## src/rtl/firebird7_in_gate1_tessent_tdr_w19_pkg.sv

```systemverilog
// Shared constants and helpers for the firebird7 in_gate1 19-bit TDR.
// The chain constants are also consumed by the ICL/PDL generators and the bench.
package firebird7_in_gate1_tessent_tdr_w19_pkg;

    localparam int TDR_DATA_WIDTH = 19;
    localparam int TDR_CHAIN_LEN  = TDR_DATA_WIDTH + 1;
    localparam int TDR_SEL_IDX    = TDR_DATA_WIDTH;

    // One action per tck edge; IDLE covers deselect and no-enable cycles.
    typedef enum logic [1:0] {
        TDR_IDLE    = 2'd0,
        TDR_CAPTURE = 2'd1,
        TDR_SHIFT   = 2'd2,
        TDR_UPDATE  = 2'd3
    } tdr_op_e;

    // Resolve the enables into a single action: ce beats se beats ue,
    // and nothing happens unless the register is in the active scan path.
    function automatic tdr_op_e tdr_decode(input logic sel, input logic ce,
                                           input logic se, input logic ue);
        tdr_op_e op;
        op = TDR_IDLE;
        if (sel) begin
            if (ce)      op = TDR_CAPTURE;
            else if (se) op = TDR_SHIFT;
            else if (ue) op = TDR_UPDATE;
        end
        return op;
    endfunction

endpackage

```

## src/rtl/firebird7_in_gate1_tessent_tdr_upd_reg.sv

```systemverilog
// TDR update register: loads the shift chain on update, holds otherwise.
// Width-generic so the same cell serves every TDR width in the family.
module firebird7_in_gate1_tessent_tdr_upd_reg #(
    parameter int               WIDTH     = 20,
    parameter logic [WIDTH-1:0] RESET_VAL = '0
) (
    input  logic             gclk,
    input  logic             grst_n,
    input  logic             load,
    input  logic [WIDTH-1:0] d,
    output logic [WIDTH-1:0] q
);

    // Reset wins over load so a reset coincident with ue never half-updates.
    always_ff @(posedge gclk) begin
        if (!grst_n)   q <= RESET_VAL;
        else if (load) q <= d;
    end

endmodule

```

## src/rtl/firebird7_in_gate1_tessent_tdr_w19.sv

```systemverilog
// IJTAG TDR upstream of the 19-bit data mux: capture/shift/update over a
// 20-bit chain (select bit on top, data below). Outputs come straight from
// the update register so the mux select never moves while shifting.
module firebird7_in_gate1_tessent_tdr_w19
    import firebird7_in_gate1_tessent_tdr_w19_pkg::*;
#(
    parameter int                    DATA_WIDTH = TDR_DATA_WIDTH,
    parameter logic [DATA_WIDTH-1:0] RESET_DATA = '0
) (
    input  logic                  ijtag_tck,
    input  logic                  ijtag_reset,
    input  logic                  ijtag_sel,
    input  logic                  ijtag_si,
    input  logic                  ijtag_ce,
    input  logic                  ijtag_se,
    input  logic                  ijtag_ue,
    output logic                  ijtag_so,
    input  logic [DATA_WIDTH-1:0] capture_data_in,
    output logic [DATA_WIDTH-1:0] ijtag_data_out,
    output logic                  ijtag_select_out
);

    localparam int SEL_IDX = DATA_WIDTH;

    logic [DATA_WIDTH:0] shift_reg;
    tdr_op_e             op;

    assign op = tdr_decode(ijtag_sel, ijtag_ce, ijtag_se, ijtag_ue);

    // Shift chain: capture loads mux output plus the live select bit for
    // readback; shift moves toward bit 0 with si entering at the select end.
    always_ff @(posedge ijtag_tck) begin
        if (!ijtag_reset) begin
            shift_reg <= '0;
        end else begin
            case (op)
                TDR_CAPTURE: shift_reg <= {ijtag_select_out, capture_data_in};
                TDR_SHIFT:   shift_reg <= {ijtag_si, shift_reg[SEL_IDX:1]};
                default:     ;
            endcase
        end
    end

    // Update stage; reset value keeps the mux on the functional path.
    firebird7_in_gate1_tessent_tdr_upd_reg #(
        .WIDTH     (DATA_WIDTH + 1),
        .RESET_VAL ({1'b0, RESET_DATA})
    ) u_upd_reg (
        .gclk   (ijtag_tck),
        .grst_n (ijtag_reset),
        .load   (op == TDR_UPDATE),
        .d      (shift_reg),
        .q      ({ijtag_select_out, ijtag_data_out})
    );

    // Scan out is bit 0 with no retiming stage.
    assign ijtag_so = shift_reg[0];

endmodule

```

## config.mk

```make
export PLATFORM = sky130hd
export DESIGN_NAME = firebird7_in_gate1_tessent_tdr_w19
export DESIGN_NICKNAME = d
export VERILOG_FILES = /design/src/rtl/firebird7_in_gate1_tessent_tdr_w19_pkg.sv /design/src/rtl/firebird7_in_gate1_tessent_tdr_upd_reg.sv /design/src/rtl/firebird7_in_gate1_tessent_tdr_w19.sv
export SDC_FILE = /design/constraint.sdc
export NUM_CORES = 1
export LEC_CHECK = 0
export CELL_PAD_IN_SITES_DETAIL_PLACEMENT = 0
export CELL_PAD_IN_SITES_GLOBAL_PLACEMENT = 1
export CORE_UTILIZATION = 46
export DETAILED_ROUTE_END_ITERATION = 12
export DONT_BUFFER_PORTS = 1
export PLACE_DENSITY_LB_ADDON = 0.1
export SLEW_MARGIN = 20
export SYNTH_ARGS = -nofsm -noshare
export SYNTH_HDL_FRONTEND = slang
export SYNTH_SLANG_ARGS = --single-unit
export TNS_END_PERCENT = 100
```

## constraint.sdc

```tcl
create_clock -name ijtag_tck -period 1.6 [get_ports ijtag_tck]
set_input_delay 0.24 -clock ijtag_tck [delete_from_list [all_inputs] [get_ports ijtag_tck]]
set_output_delay 0.24 -clock ijtag_tck [all_outputs]
set_load 0.01 [all_outputs]
```

==> results of run 1 <==
[worst max-delay path, stage by stage]
cell and delay (ns):
nor2b_1 0.12, o21ai_0 0.20, ha_1 0.24, buf_12 0.20, mux2i_1 0.22, a21oi_1 0.08
[per-layer routing]
layer	track usage [%]	share of wire (%)
met5	0	0
met4	6.98	1.7
met3	6.43	5.1
met2	28.7	45
met1	20.2	48
[power by group]
part | leakage [nW] | internal, mW | switching [mW] | total [mW]
clock network | 0.0326 | 0.217 | 0.300 | 0.517
logic | 0.227 | 0.0955 | 0.0948 | 0.190
registers | 0.327 | 1.06 | 0.0486 | 1.11
[cell usage after synthesis, drive strengths merged]
library cell / count / area (sq um)
dfxtp: 40 / 801
nor3b: 1 / 7.51
a21oi: 20 / 100
o21ai: 21 / 105
buf: 8 / 65.1
ha: 2 / 25.0
nor2: 1 / 3.75
mux2i: 40 / 400
nor2b: 21 / 131
o21a: 1 / 7.51
clkbuf: 4 / 15.0
[cell families (layout without fill, tap and decap cells)]
group / after synthesis / count (layout) / share of synthesized area [%]
simple gates: 23 / 23 / 8.58
fa+ha+maj: 2 / 2 / 1.51
compound gates: 42 / 42 / 12.8
flops: 40 / 40 / 48.2
mux: 40 / 40 / 24.1
buf+inv: 12 / 14 / 4.82
[cell type report]
| class | count | area (sq um) |
|---|---|---|
| multi-input cells | 107 | 781 |
| flip-flops and latches | 40 | 801 |
| clock buffers | 8 | 58.8 |
| fillers | 319 | 1620 |
| well taps | 46 | 57.6 |
| repair buffers | 6 | 75.1 |
[worst paths after layout]
| path | end | slack, ns | cells past startpoint |
|---|---|---|---|
| worst min-delay path | u_upd_reg.q[0]$_SDFFE_PN0N_ | 0.03 | 1 |
| worst max register to register | shift_reg[19]$_SDFFE_PN0P_ | 0.90 | 2 |
| worst max-delay path | shift_reg[2]$_SDFFE_PN0P_ | 0.52 | 6 |
| worst min register to register | shift_reg[5]$_SDFFE_PN0P_ | 0.55 | 2 |
[metrics by stage]
| step | utilization (%) | cells |
|---|---|---|
| after floorplan | - | 159 |
| after global placement | 50.0 | 197 |
| after detailed placement | 50.0 | 197 |
| after CTS | 51.7 | 205 |
| after global routing | 52.3 | 207 |
| final | 52.3 | 207 |
==> flow_metrics.py, run 1 <==
metrics = {
    "status": {
        "status": "finished clean",
    },
    "placement": {
        "place_congestion": 0.727,
        "placed_area_sq_um": 1690,
        "port_buffers": 0,
        "pre_cts_ws_ns": 0.150,
        "hpwl_um": 1940,
    },
    "timing": {
        "finalCriticalPeriod_ns": 1.08,
        "hold_slack_ns": 0.0322,
        "fmax_ghz": 0.923,
        "slew_viol_final": 0,
        "rsz0062_at_grt": "no",
        "tns_ns": 0,
        "setup_violations": 0,
        "fin_skew_ns": 0.00595,
        "finalHoldViolations": 0,
        "setup_ws_ns": 0.516,
        "worstMarginPinSlew_ns": 0.273,
        "min_period_over_period_pct": 67.7,
        "slew_headroom_pct": 81.7,
    },
    "clock_tree": {
        "cts_setup_buffers": 0,
        "clockBufferDepth": 2,
        "cts_sinks": 40,
        "cts.repair.resized": 0,
        "cts_tree": "done",
        "clock_latency_ns": 0.34,
        "cts-root-buf": "clkbuf_4",
        "numCtsBuffers": 5,
        "htreeDepth": 2,
        "hold_buffers": 0,
        "path_clk_slew_ns": 0.10,
    },
    "floorplanning": {
        "dieArea_sq_um": 3860,
        "fp-row-count": 21,
        "io_pins": 47,
        "start_util_pct": 49.0,
        "die_width_um": 62.1,
        "die_y_um": 62.1,
        "coreArea_sq_um": 3390,
    },
    "hold_path": {
        "min_path_type": "in -> reg",
        "hold_path_startpoint": "ijtag_reset",
    },
    "yosys": {
        "ys_ff_latch": 40,
        "ys_warn_count": 0,
        "mappedNetlistArea_sq_um": 1660,
        "synth_cell_type_count": 12,
        "synth-seq-area-share_pct": 48.2,
        "synth_area_per_cell_sq_um": 10.5,
        "postSynthCellCount": 159,
        "synth_fp_nets": 187,
    },
    "drt": {
        "drtIter0Drc": 45,
        "vias": 1080,
        "antenna_left": 0,
        "drtPass1Iterations": 4,
        "drt-total-wl_um": 3110,
        "drc": 0,
        "routed_via_density": 5.22,
        "wl_per_cell_um": 15.0,
    },
    "pwr": {
        "peakVddDrop_mv": 0.520,
        "p_per_area_nw_per_um2": 1020,
        "finalPower_mw": 1.81,
        "p_leak_nw": 0.587,
    },
    "grt": {
        "grt_use_total_pct": 17.3,
        "grt_overflow": 0,
        "grt_max_degree": 41,
        "grt_pass1_wl_um": 5150,
        "grt_pass1_vias": 1136,
        "antenna_found_initial": 0,
    },
    "worst_setup_path": {
        "critPathMaxFanout": 20,
        "r2r-start": "u_upd_reg.q[19]$_SDFFE_PN0N_",
        "cp-start-kind": "primary input",
        "end_kind": "flip-flop",
        "worstSetupPathType": "in -> reg",
        "cp.arrival_ns": 1.32,
        "crit_required_ns": 1.83,
        "cp-startpoint": "ijtag_ue",
    },
    "layout": {
        "nNetsFinal": 188,
        "design_area_sq_um": 1770,
        "synthToLayoutAreaGrowth_pct": 6.70,
        "drive_gt1_share_pct": 6.21,
        "layout_common_cells": "mux2i_1, dfxtp_1, nor2b_1, o21ai_0, a21oi_1",
        "n_antenna_cell": 0,
    },
    "flow_run": {
        "cap_violations": 0,
    },
}
Power figures use the tool's default switching activity.
==> run 2, diff against run 1 <==
Clock period 1.6 ns to 1.15 ns, I/O delays scaled along.
==> flow_metrics.py, run 2 (synthesis results as in run 1) <==
metrics = {
    "grt": {
        "grt_pass1_vias": 1165,
        "antenna_found_initial": 0,
        "grt_pass1_wl_um": 5300,
        "grt_use_total_pct": 17.8,
        "grt_overflow": 0,
        "grt_max_degree": 41,
    },
    "hold_path": {
        "holdPathEnd": "shift_reg[18]$_SDFFE_PN0P_",
        "hold_path_startpoint": "capture_data_in[18]",
        "min_path_cells": 2,
        "min_path_type": "in -> reg",
    },
    "pwr": {
        "seq_power_share_pct": 58.6,
        "finalPower_mw": 2.63,
        "clkPwrFrac_pct": 29.0,
        "peakVddDrop_mv": 0.797,
        "intPower_mw": 2.00,
        "p_sw_share_pct": 24.2,
        "p_leak_nw": 0.629,
        "p_per_area_nw_per_um2": 1390,
        "p_switching_mw": 0.636,
        "power_frac_comb_pct": 12.3,
    },
    "layout": {
        "regArea_sq_um": 801,
        "synthToLayoutAreaGrowth_pct": 13.9,
        "design_area_sq_um": 1890,
        "n_antenna_cell": 0,
        "multiInputGateArea_sq_um": 815,
        "nFillCells": 307,
        "final_cell_count_no_fill": 209,
        "nNetsFinal": 191,
        "drive_gt1_share_pct": 12.3,
        "layout_common_cells": "mux2i_1, dfxtp_1, nor2b_1, o21ai_0, a21oi_1",
    },
    "timing": {
        "slew_headroom_pct": 87.6,
        "setup_violations": 0,
        "fin_skew_ns": 0.00886,
        "worstMarginPinSlew_ns": 0.186,
        "finalHoldViolations": 0,
        "hold_slack_ns": 0.0129,
        "finalCriticalPeriod_ns": 0.941,
        "slew_viol_final": 0,
        "min_period_over_period_pct": 81.9,
        "fmax_ghz": 1.06,
        "setup_ws_ns": 0.209,
        "rsz0062_at_grt": "no",
    },
    "worst_setup_path": {
        "end_kind": "output port",
        "reg2reg_slack_ns": 0.45,
        "critPathMaxFanout": 3,
        "cp-start-kind": "flip-flop",
        "crit_cells": 0,
        "worstSetupPathType": "reg -> out",
        "cp.arrival_ns": 0.77,
        "reg2reg_to": "u_upd_reg.q[0]$_SDFFE_PN0N_",
        "rr_worst_depth": 2,
        "r2r-start": "shift_reg[0]$_SDFFE_PN0P_",
        "crit_required_ns": 0.98,
    },
    "clock_tree": {
        "cts_sinks": 40,
        "cts_tree": "done",
        "path_clk_slew_ns": 0.11,
        "clockBufferDepth": 2,
        "htreeDepth": 2,
        "cts.repair.resized": 0,
        "numCtsBuffers": 5,
        "cts_setup_buffers": 0,
        "clock_latency_ns": 0.34,
        "cts-root-buf": "clkbuf_4",
    },
    "drt": {
        "dr_wl_met2_um": 1350,
        "drtIter0Drc": 31,
        "routed_via_density": 5.25,
        "vias": 1098,
        "antenna_left": 0,
        "wl_per_cell_um": 14.4,
        "drc": 0,
        "dr.max_layer_used": "met4",
        "drt-total-wl_um": 3020,
        "dr_wl_met3_um": 257,
        "wl_met1_um": 1360,
        "drtPass1Iterations": 4,
    },
    "placement": {
        "placed_area_sq_um": 1810,
        "place_congestion": 0.724,
        "pre_cts_ws_ns": -0.141,
        "place_inst": 201,
        "hpwl_um": 2030,
        "port_buffers": 0,
    },
    "status": {
        "status": "finished clean",
    },
    "floorplanning": {
        "fp-row-count": 21,
        "io_pins": 47,
        "die_width_um": 62.1,
        "start_util_pct": 49.0,
        "dieArea_sq_um": 3860,
        "die_y_um": 62.1,
        "coreArea_sq_um": 3390,
    },
    "flow_run": {
        "cap_violations": 0,
    },
}
## run 2: how the worst max path moves through the flow
stage	from	to	slack [ns]
6_report	u_upd_reg.q[19]$_SDFFE_PN0N_	ijtag_select_out	0.21
5_1_grt	shift_reg[0]$_SDFFE_PN0P_	ijtag_so	0.15
4_1_cts	u_upd_reg.q[19]$_SDFFE_PN0N_	ijtag_select_out	0.19
3_5_place_dp	ijtag_ue	shift_reg[12]$_SDFFE_PN0P_	-0.14
3_3_place_gp	ijtag_ue	shift_reg[1]$_SDFFE_PN0P_	-0.11
2_1_floorplan	ijtag_se	shift_reg[0]$_SDFFE_PN0P_	-0.03
## run 2: layer usage
| layer | GRT usage, % | up-vias |
|---|---|---|
| met5 | 0 | - |
| met4 | 6.10 | 0 |
| met3 | 8.64 | 5 |
| met2 | 28.3 | 39 |
| met1 | 20.8 | 494 |
| li1 | - | 560 |
## run 2: stage by stage
step / TNS, ns / utilization, %
3_3_place_gp: -2.90 / 53.3
4_1_cts: 0 / 55.3
6_report: 0 / 55.9
2_1_floorplan: -0.693 / -
3_5_place_dp: -3.67 / 53.3
5_1_grt: 0 / 55.9
## run 2: power groups by stage
stage                     clock network (mW)  registers, mW  logic (mW)
final                                  0.764           1.54       0.325
after global routing                   0.850           1.56       0.363
after CTS                              0.795           1.54       0.306
after detailed placement                   0           1.57       0.305
after global placement                     0           1.57       0.297
after floorplan                            0           1.55       0.246
## run 2: layout make-up
cell class | count | share of cell area [%]
multi-input cells | 107 | 43.0
flip-flops and latches | 40 | 42.3
repair buffers | 9 | 8.20
clock buffers | 7 | 3.44
well taps | 46 | 3.04
